==> config.mk <==
export PLATFORM = sky130hd
export DESIGN_NAME = config_tree_accumulator_flat
export DESIGN_NICKNAME = d
export VERILOG_FILES = /design/src/rtl/config_tree_accumulator_pkg.sv /design/src/rtl/config_tree_accumulator_if.sv /design/src/rtl/config_tree_accumulator_sat_adder.sv /design/src/rtl/config_tree_accumulator.sv /design/src/flat_wrapper.sv
export SDC_FILE = /design/constraint.sdc
export NUM_CORES = 1
export LEC_CHECK = 0
export BUFFER_PORTS_ARGS = -buffer_cell sky130_fd_sc_hd__buf_2
export CAP_MARGIN = 20
export CORE_MARGIN = 4
export CORE_UTILIZATION = 62
export DETAILED_ROUTE_END_ITERATION = 10
export GPL_ROUTABILITY_DRIVEN = 1
export HOLD_SLACK_MARGIN = 0.05
export PLACE_DENSITY = 0.95
export REMOVE_ABC_BUFFERS = 1
export SLEW_MARGIN = 20
export SYNTH_ARGS = -nofsm -noshare
export SYNTH_HDL_FRONTEND = slang
export SYNTH_SLANG_ARGS = --single-unit
export TNS_END_PERCENT = 1
==> constraint.sdc <==
create_clock -name clk_i -period 5.6 [get_ports clk_i]
set_input_delay 0.84 -clock clk_i [delete_from_list [all_inputs] [get_ports clk_i]]
set_output_delay 0.84 -clock clk_i [all_outputs]
set_load 0.005 [all_outputs]
==> src/rtl/config_tree_accumulator_pkg.sv <==
// Shared types and saturation limits for the tree-adder result accumulator.
package config_tree_accumulator_pkg;

  typedef enum logic [1:0] {
    ST_IDLE  = 2'd0,
    ST_ACCUM = 2'd1,
    ST_HOLD  = 2'd2
  } acc_state_e;

  // Largest positive two's-complement value of width w, as raw bits.
  function automatic logic [63:0] acc_max_bits(input int unsigned w);
    return (64'd1 << (w - 1)) - 64'd1;
  endfunction

  // Most negative two's-complement value of width w, as raw bits.
  function automatic logic [63:0] acc_min_bits(input int unsigned w);
    return 64'd1 << (w - 1);
  endfunction

endpackage

==> src/rtl/config_tree_accumulator_if.sv <==
// Beat-in / result-out stream bundle between the tree adder and write-back.
interface config_tree_accumulator_if #(
  parameter int unsigned IN_WIDTH  = 32,
  parameter int unsigned ACC_WIDTH = 32,
  parameter int unsigned K_WIDTH   = 16
);
  logic                 in_valid;
  logic                 in_ready;
  logic [IN_WIDTH-1:0]  in_data;
  logic [K_WIDTH-1:0]   k_len;
  logic                 sat_en;
  logic                 out_valid;
  logic                 out_ready;
  logic [ACC_WIDTH-1:0] out_data;
  logic                 out_ovf;

  modport master (
    output in_valid, in_data, k_len, sat_en, out_ready,
    input  in_ready, out_valid, out_data, out_ovf
  );

  modport slave (
    input  in_valid, in_data, k_len, sat_en, out_ready,
    output in_ready, out_valid, out_data, out_ovf
  );
endinterface

==> src/rtl/config_tree_accumulator_sat_adder.sv <==
// One-bit-wide-guard adder with overflow detect and wrap/saturate select.
module config_sat_adder
  import config_tree_accumulator_pkg::*;
#(
  parameter int unsigned IN_WIDTH  = 32,
  parameter int unsigned ACC_WIDTH = 32
) (
  input  logic [ACC_WIDTH-1:0] acc_i,
  input  logic [IN_WIDTH-1:0]  in_i,
  input  logic                 sat_en_i,
  output logic [ACC_WIDTH-1:0] sum_o,
  output logic                 ovf_o
);
  localparam int unsigned      SW      = ACC_WIDTH + 1;
  localparam logic [63:0]      MAX64   = acc_max_bits(ACC_WIDTH);
  localparam logic [63:0]      MIN64   = acc_min_bits(ACC_WIDTH);
  localparam logic [ACC_WIDTH-1:0] SAT_MAX = MAX64[ACC_WIDTH-1:0];
  localparam logic [ACC_WIDTH-1:0] SAT_MIN = MIN64[ACC_WIDTH-1:0];

  logic [ACC_WIDTH:0] sum_wide;

  assign sum_wide = {acc_i[ACC_WIDTH-1], acc_i} + SW'($signed(in_i));

  // Guard bit disagreeing with the result sign bit means overflow; its value is the true sign.
  always_comb begin
    ovf_o = sum_wide[ACC_WIDTH] ^ sum_wide[ACC_WIDTH-1];
    sum_o = sum_wide[ACC_WIDTH-1:0];
    if (ovf_o && sat_en_i) begin
      sum_o = sum_wide[ACC_WIDTH] ? SAT_MIN : SAT_MAX;
    end
  end
endmodule

==> src/rtl/config_tree_accumulator.sv <==
// Accumulates K signed tree-adder sums per result and presents each on a valid/ready port.
module config_tree_accumulator
  import config_tree_accumulator_pkg::*;
#(
  parameter int unsigned IN_WIDTH  = 32,
  parameter int unsigned ACC_WIDTH = 32,
  parameter int unsigned K_WIDTH   = 16
) (
  input  logic                      clk_i,
  input  logic                      rst_ni,
  config_tree_accumulator_if.slave  bus
);
  if (ACC_WIDTH < IN_WIDTH) begin : g_width_chk
    $fatal(1, "config_tree_accumulator: ACC_WIDTH must be >= IN_WIDTH");
  end

  localparam logic [K_WIDTH-1:0] K_ONE = K_WIDTH'(1);

  acc_state_e           state_q, state_d;
  logic [ACC_WIDTH-1:0] acc_q, acc_d;
  logic [K_WIDTH-1:0]   cnt_q, cnt_d;
  logic [K_WIDTH-1:0]   len_q, len_d;
  logic                 sat_q, sat_d;
  logic                 ovf_q, ovf_d;

  logic                 in_ready;
  logic                 first_beat;
  logic [K_WIDTH-1:0]   cnt_inc;
  logic [ACC_WIDTH-1:0] in_sext;
  logic [ACC_WIDTH-1:0] add_sum;
  logic                 add_ovf;

  assign cnt_inc = cnt_q + K_ONE;
  assign in_sext = ACC_WIDTH'($signed(bus.in_data));

  config_sat_adder #(
    .IN_WIDTH  (IN_WIDTH),
    .ACC_WIDTH (ACC_WIDTH)
  ) u_sat_adder (
    .acc_i    (acc_q),
    .in_i     (bus.in_data),
    .sat_en_i (sat_q),
    .sum_o    (add_sum),
    .ovf_o    (add_ovf)
  );

  // State and datapath registers.
  always_ff @(posedge clk_i or negedge rst_ni) begin
    if (!rst_ni) begin
      state_q <= ST_IDLE;
      acc_q   <= '0;
      cnt_q   <= '0;
      len_q   <= '0;
      sat_q   <= 1'b0;
      ovf_q   <= 1'b0;
    end else begin
      state_q <= state_d;
      acc_q   <= acc_d;
      cnt_q   <= cnt_d;
      len_q   <= len_d;
      sat_q   <= sat_d;
      ovf_q   <= ovf_d;
    end
  end

  // Next-state and input-ready; a first beat can start from IDLE or from an accepted HOLD.
  always_comb begin
    state_d    = state_q;
    acc_d      = acc_q;
    cnt_d      = cnt_q;
    len_d      = len_q;
    sat_d      = sat_q;
    ovf_d      = ovf_q;
    in_ready   = 1'b0;
    first_beat = 1'b0;

    case (state_q)
      ST_IDLE: begin
        in_ready   = 1'b1;
        first_beat = bus.in_valid;
      end
      ST_ACCUM: begin
        in_ready = 1'b1;
        if (bus.in_valid) begin
          acc_d = add_sum;
          ovf_d = ovf_q | add_ovf;
          cnt_d = cnt_inc;
          if (cnt_inc == len_q) state_d = ST_HOLD;
        end
      end
      ST_HOLD: begin
        in_ready = bus.out_ready;
        if (bus.out_ready) begin
          if (bus.in_valid) first_beat = 1'b1;
          else              state_d    = ST_IDLE;
        end
      end
      default: state_d = ST_IDLE;
    endcase

    if (first_beat) begin
      len_d   = (bus.k_len == '0) ? K_ONE : bus.k_len;
      sat_d   = bus.sat_en;
      acc_d   = in_sext;
      ovf_d   = 1'b0;
      cnt_d   = K_ONE;
      state_d = (len_d == K_ONE) ? ST_HOLD : ST_ACCUM;
    end
  end

  assign bus.in_ready  = in_ready;
  assign bus.out_valid = (state_q == ST_HOLD);
  assign bus.out_data  = acc_q;
  assign bus.out_ovf   = ovf_q;
endmodule

==> src/flat_wrapper.sv <==
// flat-port wrapper written by rule: the top's interface ports become plain ports
module config_tree_accumulator_flat import config_tree_accumulator_pkg::*;
#(
  parameter int unsigned IN_WIDTH  = 32,
  parameter int unsigned ACC_WIDTH = 32,
  parameter int unsigned K_WIDTH   = 16
)
  (clk_i, rst_ni, bus_in_valid, bus_in_data, bus_k_len, bus_sat_en, bus_out_ready, bus_in_ready, bus_out_valid, bus_out_data, bus_out_ovf);
  config_tree_accumulator_if #(.IN_WIDTH(IN_WIDTH), .ACC_WIDTH(ACC_WIDTH), .K_WIDTH(K_WIDTH)) bus_i ();
  input  logic clk_i;
  input  logic rst_ni;
  input wire logic [$bits(bus_i.in_valid)-1:0] bus_in_valid;
  input wire logic [$bits(bus_i.in_data)-1:0] bus_in_data;
  input wire logic [$bits(bus_i.k_len)-1:0] bus_k_len;
  input wire logic [$bits(bus_i.sat_en)-1:0] bus_sat_en;
  input wire logic [$bits(bus_i.out_ready)-1:0] bus_out_ready;
  output wire logic [$bits(bus_i.in_ready)-1:0] bus_in_ready;
  output wire logic [$bits(bus_i.out_valid)-1:0] bus_out_valid;
  output wire logic [$bits(bus_i.out_data)-1:0] bus_out_data;
  output wire logic [$bits(bus_i.out_ovf)-1:0] bus_out_ovf;
  assign bus_i.in_valid = bus_in_valid;
  assign bus_i.in_data = bus_in_data;
  assign bus_i.k_len = bus_k_len;
  assign bus_i.sat_en = bus_sat_en;
  assign bus_i.out_ready = bus_out_ready;
  assign bus_in_ready = bus_i.in_ready;
  assign bus_out_valid = bus_i.out_valid;
  assign bus_out_data = bus_i.out_data;
  assign bus_out_ovf = bus_i.out_ovf;
  config_tree_accumulator #(.IN_WIDTH(IN_WIDTH), .ACC_WIDTH(ACC_WIDTH), .K_WIDTH(K_WIDTH)) u_core (.clk_i(clk_i), .rst_ni(rst_ni), .bus(bus_i));
endmodule
; ---- After elaboration in Yosys (flattened, before gate mapping)
; Index checks and enable logic that the tools add are counted.
[op_classes]
n_mux = 23
n_reduce_logical = 8
bitwise = 2
n_eq_ne = 9
n_addsub = 2
[op_table]
columns = operator, n
row1 = $mux W32, 5
row2 = $mux W16, 4
row3 = $add A32 B32 Y33, 1
row4 = $add A16 B1 Y16 const B, 1
row5 = $eq A16 B1 Y1 const B, 1
row6 = $eq A16 B16 Y1, 1
row7 = $logic_not A16 Y1, 1
row8 = $mux W2, 6
row9 = $ne A3 B2 Y1 const B, 3
row10 = $pmux W2 S3, 1
row11 = $mux W1, 5
row12 = $reduce_and A5 Y1, 1
row13 = $pmux W1 S2, 2
row14 = $reduce_bool A2 Y1, 2
row15 = $ne A3 B1 Y1 const B, 1
row16 = $eq A2 B1 Y1 const B, 1
row17 = $eq A2 B2 Y1 const B, 1
row18 = $logic_not A2 Y1, 1
row19 = $ne A2 B1 Y1 const B, 1
row20 = $reduce_and A2 Y1, 1
row21 = $reduce_or A2 Y1, 1
row22 = $logic_and A1 B1 Y1, 1
row23 = $or A1 B1 Y1, 1
row24 = $xor A1 B1 Y1, 1
[totals]
inputBits = 53
regBits = 68
output_inout_bits = 35

; ---- Longest topological paths before layout
; Gate-level depths: netlist of run 1.
[logic_depth]
ltp_word = 7
mapped_depth = 15
ltp_nobuf = 13

; ---- Cells and area by module
; A second synthesis of run 1 with hierarchy kept.
[hier_totals]
cells_unflattened = 619
area_unflattened_um2 = 5500.3
[modules_own_cells]
columns = module, cells_per_inst, n_inst, seq_area_each_um2, area_per_inst_um2
row1 = config_tree_accumulator, 345, 1, 1701.6, 3464.6
row2 = config_sat_adder, 274, 1, 0.0, 2035.7

; ---- Worst setup path before layout of run 1
; OpenSTA, ideal clock, no wires.
[synth_timing]
path_type = input port to flip-flop
startpoint = in bus_in_data[0]
endpoint = reg u_core.acc_q[27] (netlist: u_core.bus.out_data[27])
required_ns = 5.476
arrival_time_ns = 3.081
setup_ns = 0.124
path_slack_ns = 2.395
cell_stages = 15
path_buffers = 2
cell_sequence = ha_1 > inv_1 > fa_1 > nand2b_1 > a21oi_1 > o21ai_1 > a21oi_1 > o21ai_1 > a21oi_1 > xor2_1 > nand2_2 > buf_6 > buf_6 > nand2_2 > a21oi_2
[synth_via]
elab_chain_len = 7
elab_cells_between_ends = 8
classes_between = 1 x add/sub / 5 x mux / 1 x bitwise / 1 x reduce/logical
[synth_lines]
columns = item, line_no
row1 = start: declaration, flat_wrapper.sv:13  ; input wire logic [$bits(bus_i.in_data)-1:0] bus_in_data;
row2 = $add A32 B32 Y33 *, config_tree_accumulator_sat_adder.sv:22  ; assign sum_wide = {acc_i[ACC_WIDTH-1], acc_i} + SW'($signed(in_i));
row3 = $xor A1 B1 Y1, config_tree_accumulator_sat_adder.sv:26  ; ovf_o = sum_wide[ACC_WIDTH] ^ sum_wide[ACC_WIDTH-1];
row4 = $logic_and A1 B1 Y1, config_tree_accumulator_sat_adder.sv:28  ; if (ovf_o && sat_en_i) begin
row5 = $mux W32 *, config_tree_accumulator_sat_adder.sv:28
row6 = $mux W32 *, config_tree_accumulator.sv:84  ; if (bus.in_valid) begin
row7 = $mux W32 *, config_tree_accumulator.sv:77  ; case (state_q)
row8 = $mux W32 *, config_tree_accumulator.sv:101  ; if (first_beat) begin
row9 = end signal: assignment, config_tree_accumulator.sv:51  ; acc_q <= '0;
row10 = end signal: assignment, config_tree_accumulator.sv:58  ; acc_q <= acc_d;
row11 = end: declaration, config_tree_accumulator.sv:20  ; logic [ACC_WIDTH-1:0] acc_q, acc_d;
; Mark *: on every way between the ends. The rest lies on a longest branch, timed or not. The select of a mux whose other input is x is not followed.
; A chain may end at the register's enable or synchronous reset.

; ---- Final worst setup path of run 1
[layout_timing]
startpoint = in bus_in_data[0]
endpoint = reg u_core.acc_q[1] (netlist: u_core.bus.out_data[1])
; Same word-level chain as after synthesis.

==> results of run 1 <==
==> cells in the final DEF, fill, tap and decap left out, drive strengths merged, types with 2 or more instances in the layout <==
cell type  instances
a211oi             6
nor2              30
nor3              11
nand2            117
a211o              3
ha                33
nand3b             3
a21o              13
clkinv             2
nand2b             7
mux2i              2
o21ai             48
o211ai             4
inv                8
a31oi              8
buf               91
nor4               4
a22o               2
o31ai              8
xor2              22
a21boi             2
and3              13
clkinvlp           2
nand4              7
nor2b              7
and3b              2
clkbuf            10
dfrtp             68
o22ai             32
a21oi             65
nand3             15
or2                2
and2               2
nor3b              2
o21a               2
xnor2             33
==> sequential cells by signal, summed over array words and instances (netlist names) <==
name and cells:
u_core.bus.out_ovf 1, u_core.cnt_q 16, u_core.state_q 2, u_core.sat_q 1
u_core.bus.out_data 32, u_core.len_q 16
==> worst max path at each step <==
stage | start | endpoint | slack, ns
floorplan | bus_in_data[7] | u_core.bus.out_data[1] | 1.32
global placement | bus_in_data[0] | u_core.bus.out_data[12] | 1.83
detailed placement | bus_in_data[0] | u_core.bus.out_data[1] | 1.58
CTS | bus_in_data[0] | u_core.bus.out_data[1] | 1.95
global route | bus_in_data[0] | u_core.bus.out_data[1] | 1.66
finish | bus_in_data[0] | u_core.bus.out_data[1] | 1.91
==> cell families (layout without fill, tap and decap cells) <==
group | Yosys count | count (layout) | synth area share (%)
mux | 2 | 2 | 0.392
buf+inv | 37 | 114 | 3.28
fa+ha+maj | 34 | 34 | 8.47
simple gates | 223 | 223 | 20.3
compound gates | 203 | 203 | 24.9
flops | 68 | 68 | 33.3
xor+xnor | 55 | 55 | 9.42
==> worst min-delay path, delay by kind of cell, from the launching register on <==
family | cells | cell delay (ns)
flops | 1 | 0.36
simple gates | 2 | 0.12
==> layout make-up <==
| type | count | area (µm²) | area share (%) |
|---|---|---|---|
| timing repair buffer | 91 | 465 | 8.08 |
| tap | 102 | 128 | 2.22 |
| inverter | 7 | 26.3 | 0.456 |
| multi-input combinational | 517 | 3250 | 56.4 |
| sequential | 68 | 1700 | 29.5 |
| clock buffer | 10 | 128 | 2.22 |
| clock inverter | 6 | 63.8 | 1.11 |
==> per-stage QoR <==
step           std cells  util, %  area [µm²]
2_1_floorplan        592        -        4970
3_3_place_gp         785     70.6        5570
3_5_place_dp         785     70.6        5570
4_1_cts              801     73.0        5760
5_1_grt              801     73.0        5760
6_report             801     73.0        5760
==> metal layers <==
metal	up-vias	track usage, %
met3	45	4.53
met2	235	44.5
met5	-	0
met4	0	14.9
li1	2391	-
met1	2355	37.2
==> where the power goes <==
group          internal (µW)  switching (µW)  total [µW]  leakage (µW)
clock network            206             203         409     0.0000927
logic                    892            1260        2150       0.00175
registers                687             180         867      0.000819
==> results list, run 1 <==
* Most used cell, CP: sky130_fd_sc_hd__a21oi_1
- Headroom to the max-slew limit came out at 41.4%.
- Setup repair after global routing left no endpoint under its margin.
- Die Height: 98.8 µm
- The slowest stage of the critical path is the sky130_fd_sc_hd__nand2_2 cell.
- Max Root-Sink Buffers: 2
- For this design the top-level I/O count stands at 88.
- The most used flip-flop cell after synthesis is sky130_fd_sc_hd__dfrtp_1.
- Crit path buffers/inverters: 2
- Number of synthesis warnings: 0
* Gp weighted congestion: 0.995
- The worst hold path terminates at u_core.len_q[6].
* Max-slew violation count: 0
* Number of filler instances in the final layout: 595
- In this run, post-CTS hold repair placed 0 buffers.
* Largest net degree at the start of global routing: 69
* Wirelength per Cell: 16.9 µm
- TritonCTS sink count: 68
- Number of enable-type register cells in the synthesized netlist: 0
- Final worst hold slack: 0.506 ns
- From left edge to right edge, the die measures 98.8 µm.
- Largest voltage drop on the vdd net: 0.000331 V
- At the worst endpoint, the arrival time is 3.93 ns.
- Setup violations remaining at the end of the flow were counted as 0.
- Floorplan core area: 7890 µm²
* Class of the worst hold path: reg -> reg
* Post-route worst setup slack: 1.91 ns
* Number of cells upsized or downsized after cts: 0
- List of cells traversed by the critical path: buf_2, ha_1, inv_1, fa_1, nand2b_1, a21oi_1, o21ai_1, a21oi_1, o21ai_1, a21oi_1, xor2_1, nand2_2, nand2b_1, a222oi_1
- Initial DRC Count: 351
- Reg-to-Reg End: u_core.bus.out_data[1]
* Outcome: finished, final reports clean
* Number of optimization iterations in the first detailed-route pass: 5
* Maximum frequency from static timing analysis: 0.271 GHz
- Worst setup timing slack at the placement stage: 1.58 ns
- Distinct cells, synth: 55
* # diodes: 0
- Sum of met3 wire segment lengths after detailed routing: 961 µm
- Peak per-stage delay on the critical path: 0.56 ns
* Gr usage total: 28.2%
* Delay-heaviest family, CP: compound AO/OA/AOI/OAI gates
- The detailed router used layers up to and including met4.
- Share of async-settable or async-resettable flops after synthesis: 100%
- Level count of the clock H-tree: 3
* Post-route DRC: 0
- The biggest area contributor in the post-synthesis netlist is sky130_fd_sc_hd__dfrtp_1.
- Summing internal, switching and leakage power gives 3430 µW.
* Hold Path Depth: 2
- In this run the core area contains 32 standard-cell rows.
- Number of cell instances on the worst register-to-register path: 13
- The via count of the first global-routing pass was 4935.
- Between clock sinks in the finished design, the worst skew comes to 0.0141 ns.
* Clock slew seen by the registers of the worst setup and hold paths: 0.08 ns
* Synthesized area: 5110 µm²
* Min Clock Period, post-route: 3.69 ns
- The worst setup path is launched from an input pin.
- Share of final-layout standard cells stronger than drive strength 1: 19.2%
- Dominant cell by count in the synthesized netlist: sky130_fd_sc_hd__nand2_1
- The tool flagged a number of max-cap violations equal to 0.
- The HPWL after detailed placement is 9850 µm.
- Ranked by total cell area, the synthesized netlist is headed by sky130_fd_sc_hd__dfrtp_1, sky130_fd_sc_hd__ha_1, sky130_fd_sc_hd__nand2_1.
- Antenna violations before repair: 0
* FF-to-FF Start: u_core.bus.out_data[0]
* Global-route wire length before repair: 22700 µm
- Met1 routed wirelength after detailed routing: 5650 µm
- Effective utilization at floorplan: 64.8%
* Commonest cells in the netlist: sky130_fd_sc_hd__nand2_1, sky130_fd_sc_hd__dfrtp_1, sky130_fd_sc_hd__a21oi_1
- Clock tree from TritonCTS: done
- Synthesis produced 622 cells.
* # nets final: 781
- Length of routed met2 wiring: 6460 µm
* CTS Root Cell: sky130_fd_sc_hd__clkbuf_8
* Post-CTS Setup Bufs: 0
- Data required time at the worst endpoint: 5.84 ns
* Post-route antenna net violation count: 0
- In this run the power density over the cells is 595 nW/µm².
- Total CTS buffers: 9
- The critical path runs through a total of 14 cells.
* Startpoint of the lowest-slack hold path: u_core.len_q[6]
- Summed over all cells, the static leakage comes to 0.00266 µW.
- Using the TritonRoute via totals, the vias-per-cell ratio works out to 6.27.
- Slew @ Worst Pin: 0.879 ns
- Vias after detailed routing: 5026
- Buffers placed on the I/O ports in this run total 87.
- For this run the aggregate overflow at the end of global routing stands at 0.
- Type of destination of the critical path: flop
- The count of endpoints failing hold in the final timing report came to 0.
- Area Overhead vs Synth: 12.6%
- The routed design has 13600 µm of wire.
- Clock latency of the later-clocked register in the worst-skew pair: 0.36 ns
* Post-synth top area share: 33.3%
- Setup tns final: 0 ns
* Final Cycle Share: 65.9%
* Largest driver fanout on the critical path: 30
- Start-to-end type of the worst setup path: in -> reg
* Mean post-synth cell area: 8.22 µm²
- Counting flops and latches in the post-synthesis netlist gives 68.
- Register-to-register setup slack: 2.05 ns
- Proportion of synthesized chip area in sequential cells: 33.3%
* Area of the die: 9760 µm²
Note: power is estimated with default switching activity, not from simulation.
==> run 2, diff against run 1 <==
--- a/config.mk
+++ b/config.mk
@@ -8,11 +8,11 @@
 export BUFFER_PORTS_ARGS = -buffer_cell sky130_fd_sc_hd__buf_2
 export CAP_MARGIN = 20
 export CORE_MARGIN = 4
-export CORE_UTILIZATION = 62
+export CORE_UTILIZATION = 57
 export DETAILED_ROUTE_END_ITERATION = 10
 export GPL_ROUTABILITY_DRIVEN = 1
 export HOLD_SLACK_MARGIN = 0.05
-export PLACE_DENSITY = 0.95
+export PLACE_DENSITY = 0.93
 export REMOVE_ABC_BUFFERS = 1
 export SLEW_MARGIN = 20
 export SYNTH_ARGS = -nofsm -noshare
==> constraint.sdc (replaced) <==
create_clock -name clk_i -period 3.5 [get_ports clk_i]
set_input_delay 0.525 -clock clk_i [delete_from_list [all_inputs] [get_ports clk_i]]
set_output_delay 0.525 -clock clk_i [all_outputs]
set_load 0.005 [all_outputs]
==> results list, run 2 (synthesis gave the netlist of run 1 again) <==
* Outcome: finished, final reports clean (unchanged)
- The most common cell after layout, fill and taps aside was sky130_fd_sc_hd__nand2_1 (unchanged).
* Level count of the clock H-tree: 3 (unchanged)
- Number of global-route vias before repair: 5166 (was 4935)
- The width of the die is 103 µm (was 98.8 µm).
- The count of buffer and inverter cells on the critical path came to 1 (was 2).
- The number of sinks driven by the clock tree came to 68 (unchanged).
- The CTS tree is done (unchanged).
- The number of antenna violations at the first check in global routing is 0 (unchanged).
* Final Cycle Share: 92.1%
- The vias after detailed routing is 5133 (was 5026).
* Share of final-layout standard cells stronger than drive strength 1: 19.9% (was 19.2%)
* Area of the die: 10600 µm² (was 9760 µm²)
- Post-route worst setup slack: 0.277 ns (was 1.91 ns)
* Register cell area after layout: 1700 µm² (unchanged)
- The count of nets after finishing came to 785 (was 781).
- Final setup viols: 0 (unchanged)
- The final global-route overflow total is 0 (unchanged).
- The path type of the worst min-delay path was in -> async (was reg -> reg).
- The largest buffer count on any clock path came to 2 (unchanged).
* Worst setup timing slack at the placement stage: 0.0787 ns (was 1.58 ns)
* CTS Root Cell: sky130_fd_sc_hd__clkbuf_8 (unchanged)
* Vias per Instance: 6.33 (was 6.27)
- The clock latency on the worst-skew pair is 0.35 ns (was 0.36 ns).
- The placement row count is 34 (was 32).
- The sort of element at the end of the critical path is a flop (unchanged).
- The area of the multi-input gates was 3260 µm² (was 3250 µm²).
- Initial DRC Count: 382 (was 351)
- Commonest cells after routing, fill and taps aside: sky130_fd_sc_hd__nand2_1, sky130_fd_sc_hd__buf_2, sky130_fd_sc_hd__dfrtp_1 (unchanged).
* Kind of start point of the critical path: flop (was input pin)
- The number of fillers in the final layout is 650 (was 595).
- The cell area power density was 973 nW/µm² (was 595 nW/µm²).
* Final Routed Wirelength: 14100 µm (was 13600 µm)
- The slowest cell on the critical path is sky130_fd_sc_hd__dfrtp_1 (was sky130_fd_sc_hd__nand2_2).
- Largest net degree at the start of global routing: 34 (was 69)
* Delay-heaviest family, CP: compound AO/OA/AOI/OAI gates (unchanged)
* Global-route wire length before repair: 23200 µm (was 22700 µm)
- The clock-pin slew of the registers on the worst-case setup and hold paths is 0.08 ns (about the same).
- # diodes: 0 (unchanged)
- The number of pins exceeding their max-slew limit in the final report is 0 (unchanged).
- Effective utilization at floorplan: 58.6% (was 64.8%)
* Post-route total power: 5710 µW (was 3430 µW)
* Fin. Hold Viols: 0 (unchanged)
* Maximum frequency from static timing analysis: 0.310 GHz
- The total iterations of the first detailed-routing run came to 5 (unchanged).
- The routability-driven placement congestion ratio was 0.939 (was 0.995).
* Peak per-stage delay on the critical path: 0.40 ns (was 0.56 ns)
* Count of max-cap constraint violations: 0 (unchanged)
- RSZ-0062 raised after global routing: false (unchanged).
* Wirelength per Cell: 17.4 µm (was 16.9 µm)
* Data arrival time of the worst path: 3.46 ns (was 3.93 ns)
* Gr usage total: 27.3% (was 28.2%)
- Data required time at the worst endpoint: 3.73 ns (was 5.84 ns)
- Area Overhead vs Synth: 14.7% (was 12.6%)
* Post-route DRC: 0 (unchanged)
- Half-perimeter wire length after placement: 10200 µm (was 9850 µm)
* Total CTS buffers: 9 (unchanged)
- Start-to-end type of the worst setup path: reg -> reg (was in -> reg)
- The antenna violation net count after detailed routing came to 0 (unchanged).
- The top fanout value on the critical path was 23 (was 30).
- Normalized max-slew margin: 47.1% (was 41.4%)
- The number of input and output port buffers inserted was 87 (unchanged).
* Worst clock skew: 0.0128 ns (was 0.0141 ns)
- Counting I/O delays and the setup requirement, the final critical path takes 3.22 ns.
- Floorplan core area: 8720 µm² (was 7890 µm²)
- Die Height: 103 µm (was 98.8 µm)
* Slew @ Worst Pin: 0.794 ns (was 0.879 ns)
- Number of flip-flops in the largest register: 32 (unchanged)
- Core occupancy in the finished layout: 67.3% (was 73.0%)
* List of cells traversed by the critical path: ha_1, a21o_1, nand2b_1, o21ai_1, a21oi_1, o21ai_1, a21boi_0, o31ai_1, mux2i_1, a21oi_4, buf_12, a21oi_1 (was buf_2, ha_1, inv_1, fa_1, nand2b_1, a21oi_1, o21ai_1, a21oi_1, o21ai_1, a21oi_1, xor2_1, nand2_2, nand2b_1, a222oi_1)
- The static power due to leakage was 0.00270 µW (was 0.00266 µW).
* Largest voltage drop on the vdd net: 0.000531 V (was 0.000331 V)
- Ports: 88 (unchanged)
## run 2: cell types whose count changed in the layout (fill, tap and decap cells not counted)
cell                         delta
sky130_fd_sc_hd__a21oi_1        -1
sky130_fd_sc_hd__a21oi_4        +1
sky130_fd_sc_hd__buf_12         +2
sky130_fd_sc_hd__buf_4          +2
sky130_fd_sc_hd__bufinv_16      +1
sky130_fd_sc_hd__clkbuf_1       -1
sky130_fd_sc_hd__clkinv_2       -1
sky130_fd_sc_hd__clkinv_4       +2
sky130_fd_sc_hd__clkinvlp_4     -1
## run 2: metal layers
metal / track usage [%] / routed length (µm) / up-vias
met5: 0 / 0 / -
met2: 44.9 / 6760 / 243
met3: 4.87 / 1050 / 34
met1: 35.0 / 5910 / 2454
met4: 12.8 / 356 / 0
li1: - / - / 2402
## run 2: area by class of cell
class / instances / share of cell area (%)
Inverter: 7 / 0.448
Clock inverter: 7 / 1.69
Sequential cell: 68 / 29.0
Timing Repair Buffer: 95 / 8.87
Tap cell: 108 / 2.30
Clock buffer: 9 / 2.11
Multi-Input combinational cell: 517 / 55.6
## run 2: final timing paths
kind / startpoint / end / slack, ns / depth (start not counted)
setup / recovery: u_core.bus.out_data[7] / u_core.bus.out_data[9] / 0.28 / 12
hold / removal: rst_ni / u_core.bus.out_data[8] / 0.20 / 1
setup reg to reg: u_core.bus.out_data[7] / u_core.bus.out_data[9] / 0.28 / 12
hold reg to reg: u_core.len_q[8] / u_core.len_q[8] / 0.51 / 2
max in group asynchronous: rst_ni / u_core.bus.out_data[23] / 2.53 / 2
min in group clk_i: bus_k_len[6] / u_core.len_q[6] / 0.37 / 3
## run 2: repair_timing
item                       in CTS  in global routing
resized for setup               0                  2
setup endpoints to repair       0                  4
hold endpoints to repair        0                  0
hold buffers                    0                  0
setup buffers                   0                  1
## run 2: through the flow
| stage | hold slack (ns) | instances | setup TNS, ns | cell area (µm²) |
|---|---|---|---|---|
| 2_1_floorplan | 0.229 | 592 | -9.91 | 4970 |
| 3_3_place_gp | 0.487 | 794 | 0 | 5620 |
| 3_5_place_dp | 0.492 | 794 | 0 | 5620 |
| 4_1_cts | 0.222 | 810 | 0 | 5850 |
| 5_1_grt | 0.247 | 811 | 0 | 5870 |
| 6_report | 0.198 | 811 | 0 | 5870 |
## run 2: report_power, final
part	internal (µW)	switching (µW)	total, µW	leakage, µW
clock network	405	336	741	0.000110
registers	1100	301	1400	0.000819
logic	1500	2070	3570	0.00178
total	3000	2710	5710	0.00270
==> run 3, diff against run 2 <==
--- a/config.mk
+++ b/config.mk
@@ -8,11 +8,10 @@
 export BUFFER_PORTS_ARGS = -buffer_cell sky130_fd_sc_hd__buf_2
 export CAP_MARGIN = 20
 export CORE_MARGIN = 4
-export CORE_UTILIZATION = 57
+export CORE_UTILIZATION = 25
 export DETAILED_ROUTE_END_ITERATION = 10
 export GPL_ROUTABILITY_DRIVEN = 1
-export HOLD_SLACK_MARGIN = 0.05
-export PLACE_DENSITY = 0.93
+export PLACE_DENSITY = 0.54
 export REMOVE_ABC_BUFFERS = 1
 export SLEW_MARGIN = 20
 export SYNTH_ARGS = -nofsm -noshare
==> results list, run 3 (synthesis gave the netlist of run 1 again) <==
- The top fanout value on the critical path is 10 (was 23).
- The I/O pin count was 88 (unchanged).
- Fin. Hold Viols: 0 (unchanged)
- The width of the die came to 151 µm (was 103 µm).
- The starting density of the core is 25.4% (was 58.6%).
- Largest net degree at the start of global routing: 49 (was 34)
- Most used cell, CP: sky130_fd_sc_hd__a21oi_1
- Worst setup timing slack at the placement stage: 0.170 ns (was 0.0787 ns)
- Clock latency of the later-clocked register in the worst-skew pair: 0.33 ns (was 0.35 ns)
- The area of the core region came to 20200 µm² (was 8720 µm²).
- Post-route total power: 5940 µW (was 5710 µW)
- The total clock buffers created by CTS came to 9 (unchanged).
* Post-route worst setup slack: 0.331 ns (was 0.277 ns)
* Clock tree from TritonCTS: done (unchanged)
* TritonCTS sink count: 68 (unchanged)
- Outcome: finished, final reports clean (unchanged).
- Post-route antenna net violation count: 0 (unchanged)
- The final routed wirelength across all metal layers came to 14900 µm (was 14100 µm).
- Slew @ Worst Pin: 0.831 ns (was 0.794 ns)
- The cell at the root of the clock tree was sky130_fd_sc_hd__clkbuf_16 (was sky130_fd_sc_hd__clkbuf_8).
- The largest buffer count on any clock path was 2 (unchanged).
* Global-route wire length before repair: 24200 µm (was 23200 µm)
* Normalized max-slew margin: 44.6% (was 47.1%)
- The most common cell after layout, fill and taps aside was sky130_fd_sc_hd__nand2_1 (unchanged).
- Global route total overflow: 0 (unchanged)
- Wirelength per Cell: 15.2 µm (was 17.4 µm)
- Vias after detailed routing: 4765 (was 5133)
- Worst clock skew: 0.00559 ns (was 0.0128 ns)
- The flip-flop count of the largest register after layout came to 32 (unchanged).
* Class of the worst hold path: in -> async (unchanged)
* Quantity of hold-fixing buffers added after cts: 0 (unchanged)
* Number of optimization iterations in the first detailed-route pass: 4 (was 5)
- List of cells traversed by the critical path: ha_1, inv_1, fa_1, nand2b_1, a21oi_1, o21ai_1, a21oi_1, o21ai_1, a21oi_1, xor2_1, nand2_2, buf_4, nand2_1, a21oi_1 (was ha_1, a21o_1, nand2b_1, o21ai_1, a21oi_1, o21ai_1, a21boi_0, o31ai_1, mux2i_1, a21oi_4, buf_12, a21oi_1)
- The number of endpoints failing setup at the final stage came to 0 (unchanged).
- Vias per Instance: 4.86 (was 6.33)
- The final period demand of the worst path came to 3.17 ns (was 3.22 ns).
* Buffers added on ports: 87 (unchanged)
* Number of global-route vias before repair: 4712 (was 5166)
- The number of levels in the clock H-tree is 3 (unchanged).
- Antenna violations before repair: 2 (was 0)
- The ratio of cells with drive above 1 in the final layout is 20.5% (was 19.9%).
* Commonest cells after routing, fill and taps aside: sky130_fd_sc_hd__nand2_1, sky130_fd_sc_hd__buf_2, sky130_fd_sc_hd__dfrtp_1 (unchanged)
- Data required time at the worst endpoint: 3.71 ns (was 3.73 ns)
- The sum of net half-perimeters after detailed placement was 11300 µm (was 10200 µm).
- Area of the die: 22800 µm² (was 10600 µm²)
* Post-route DRC: 0 (unchanged)
- The number of max-cap violations was 0 (unchanged).
* Clock slew seen by the registers of the worst setup and hold paths: 0.06 ns (was 0.08 ns)
- The layout overhead on the synthesized area was 21.8% (was 14.7%).
- The cell area power density came to 954 nW/µm² (was 973 nW/µm²).
- Post-CTS Setup Bufs: 0 (unchanged)
- Kind of start point of the critical path: flop (unchanged)
- The highest cell delay on the worst timing path came to 0.38 ns (was 0.40 ns).
- Initial DRC Count: 405 (was 382)
- RSZ-0062 raised after global routing: false (unchanged).
- The worst endpoint data arrival time is 3.38 ns (was 3.46 ns).
* Gp weighted congestion: 0.802 (was 0.939)
- Final Cycle Share: 90.5% (was 92.1%)
- The post-cts sizing count is 0 (unchanged).
- Largest voltage drop on the vdd net: 0.000261 V (was 0.000531 V)
- Max-slew violation count: 0 (unchanged)
* Leakage Power: 0.00278 µW (was 0.00270 µW)
- Gr usage total: 13.2% (was 27.3%)
- # nets final: 791 (was 785)
- Cell Rows: 52 (was 34)
- Critical-path cell with the highest stage delay: sky130_fd_sc_hd__dfrtp_1 (unchanged)
- The maximum operating frequency was 0.316 GHz (was 0.310 GHz).
* Type of destination of the critical path: flop (unchanged)
- Start-to-end type of the worst setup path: reg -> reg (unchanged)
- Die Height: 151 µm (was 103 µm)
run 3: cell count changes in the layout (fill, tap and decap cells not counted), sizes merged:
cell	change
buf	+6
clkbuf	+2
clkinv	-2
clkinvlp	+1
diode	+1
inv	-1
run 3: cell type report:
type | count | area, µm²
multi-input cells | 517 | 3260
clock inverters | 5 | 83.8
inverters | 7 | 26.3
diodes | 1 | 2.50
clock buffers | 11 | 253
fillers | 2213 | 13900
flip-flops and latches | 68 | 1700
well taps | 270 | 338
repair buffers | 101 | 566
run 3: per-layer routing:
metal | up-vias | wire length [µm] | track usage [%]
met5 | - | 25 | 0
met4 | 4 | 86 | 3.35
met3 | 9 | 581 | 2.78
met2 | 62 | 6930 | 21.3
met1 | 2273 | 7280 | 18.1
li1 | 2417 | - | -
run 3: power by group:
group,internal (µW),leakage [µW],switching [µW]
Clock,665,0.000158,370
Combinational,1530,0.00181,1980
Sequential,1100,0.000819,294
run 3: path summary, 6_finish.rpt:
check,start,endpoint,slack (ns),depth (start not counted)
min reg2reg,u_core.len_q[12],u_core.len_q[12],0.50,2
max,u_core.bus.out_data[0],u_core.bus.out_data[18],0.33,14
min,rst_ni,u_core.len_q[9],0.21,1
max reg2reg,u_core.bus.out_data[0],u_core.bus.out_data[18],0.33,14
max in group asynchronous,rst_ni,u_core.bus.out_data[25],2.44,2
min in group clk_i,bus_sat_en,u_core.sat_q,0.40,3
run 3: stage by stage:
step	setup TNS, ns	util [%]	cell area, µm²	std cells	hold slack, ns
6_report	0	30.9	6230	980	0.210
5_1_grt	0	30.9	6220	979	0.248
4_1_cts	0	30.9	6220	979	0.222
3_5_place_dp	0	29.2	5890	963	0.489
3_3_place_gp	0	29.2	5890	963	0.487
2_1_floorplan	-9.91	-	4970	592	0.229
run 3: critical path, delay by kind of cell (launching register included):
kind                     cells  cell delay (ns)
AO/OA/AOI/OAI                6             1.07
XOR/XNOR                     1             0.23
adder cells (fa/ha/maj)      2             0.58
buffers and inverters        2             0.31
flip-flops                   1             0.38
AND/OR/NAND/NOR              3             0.45
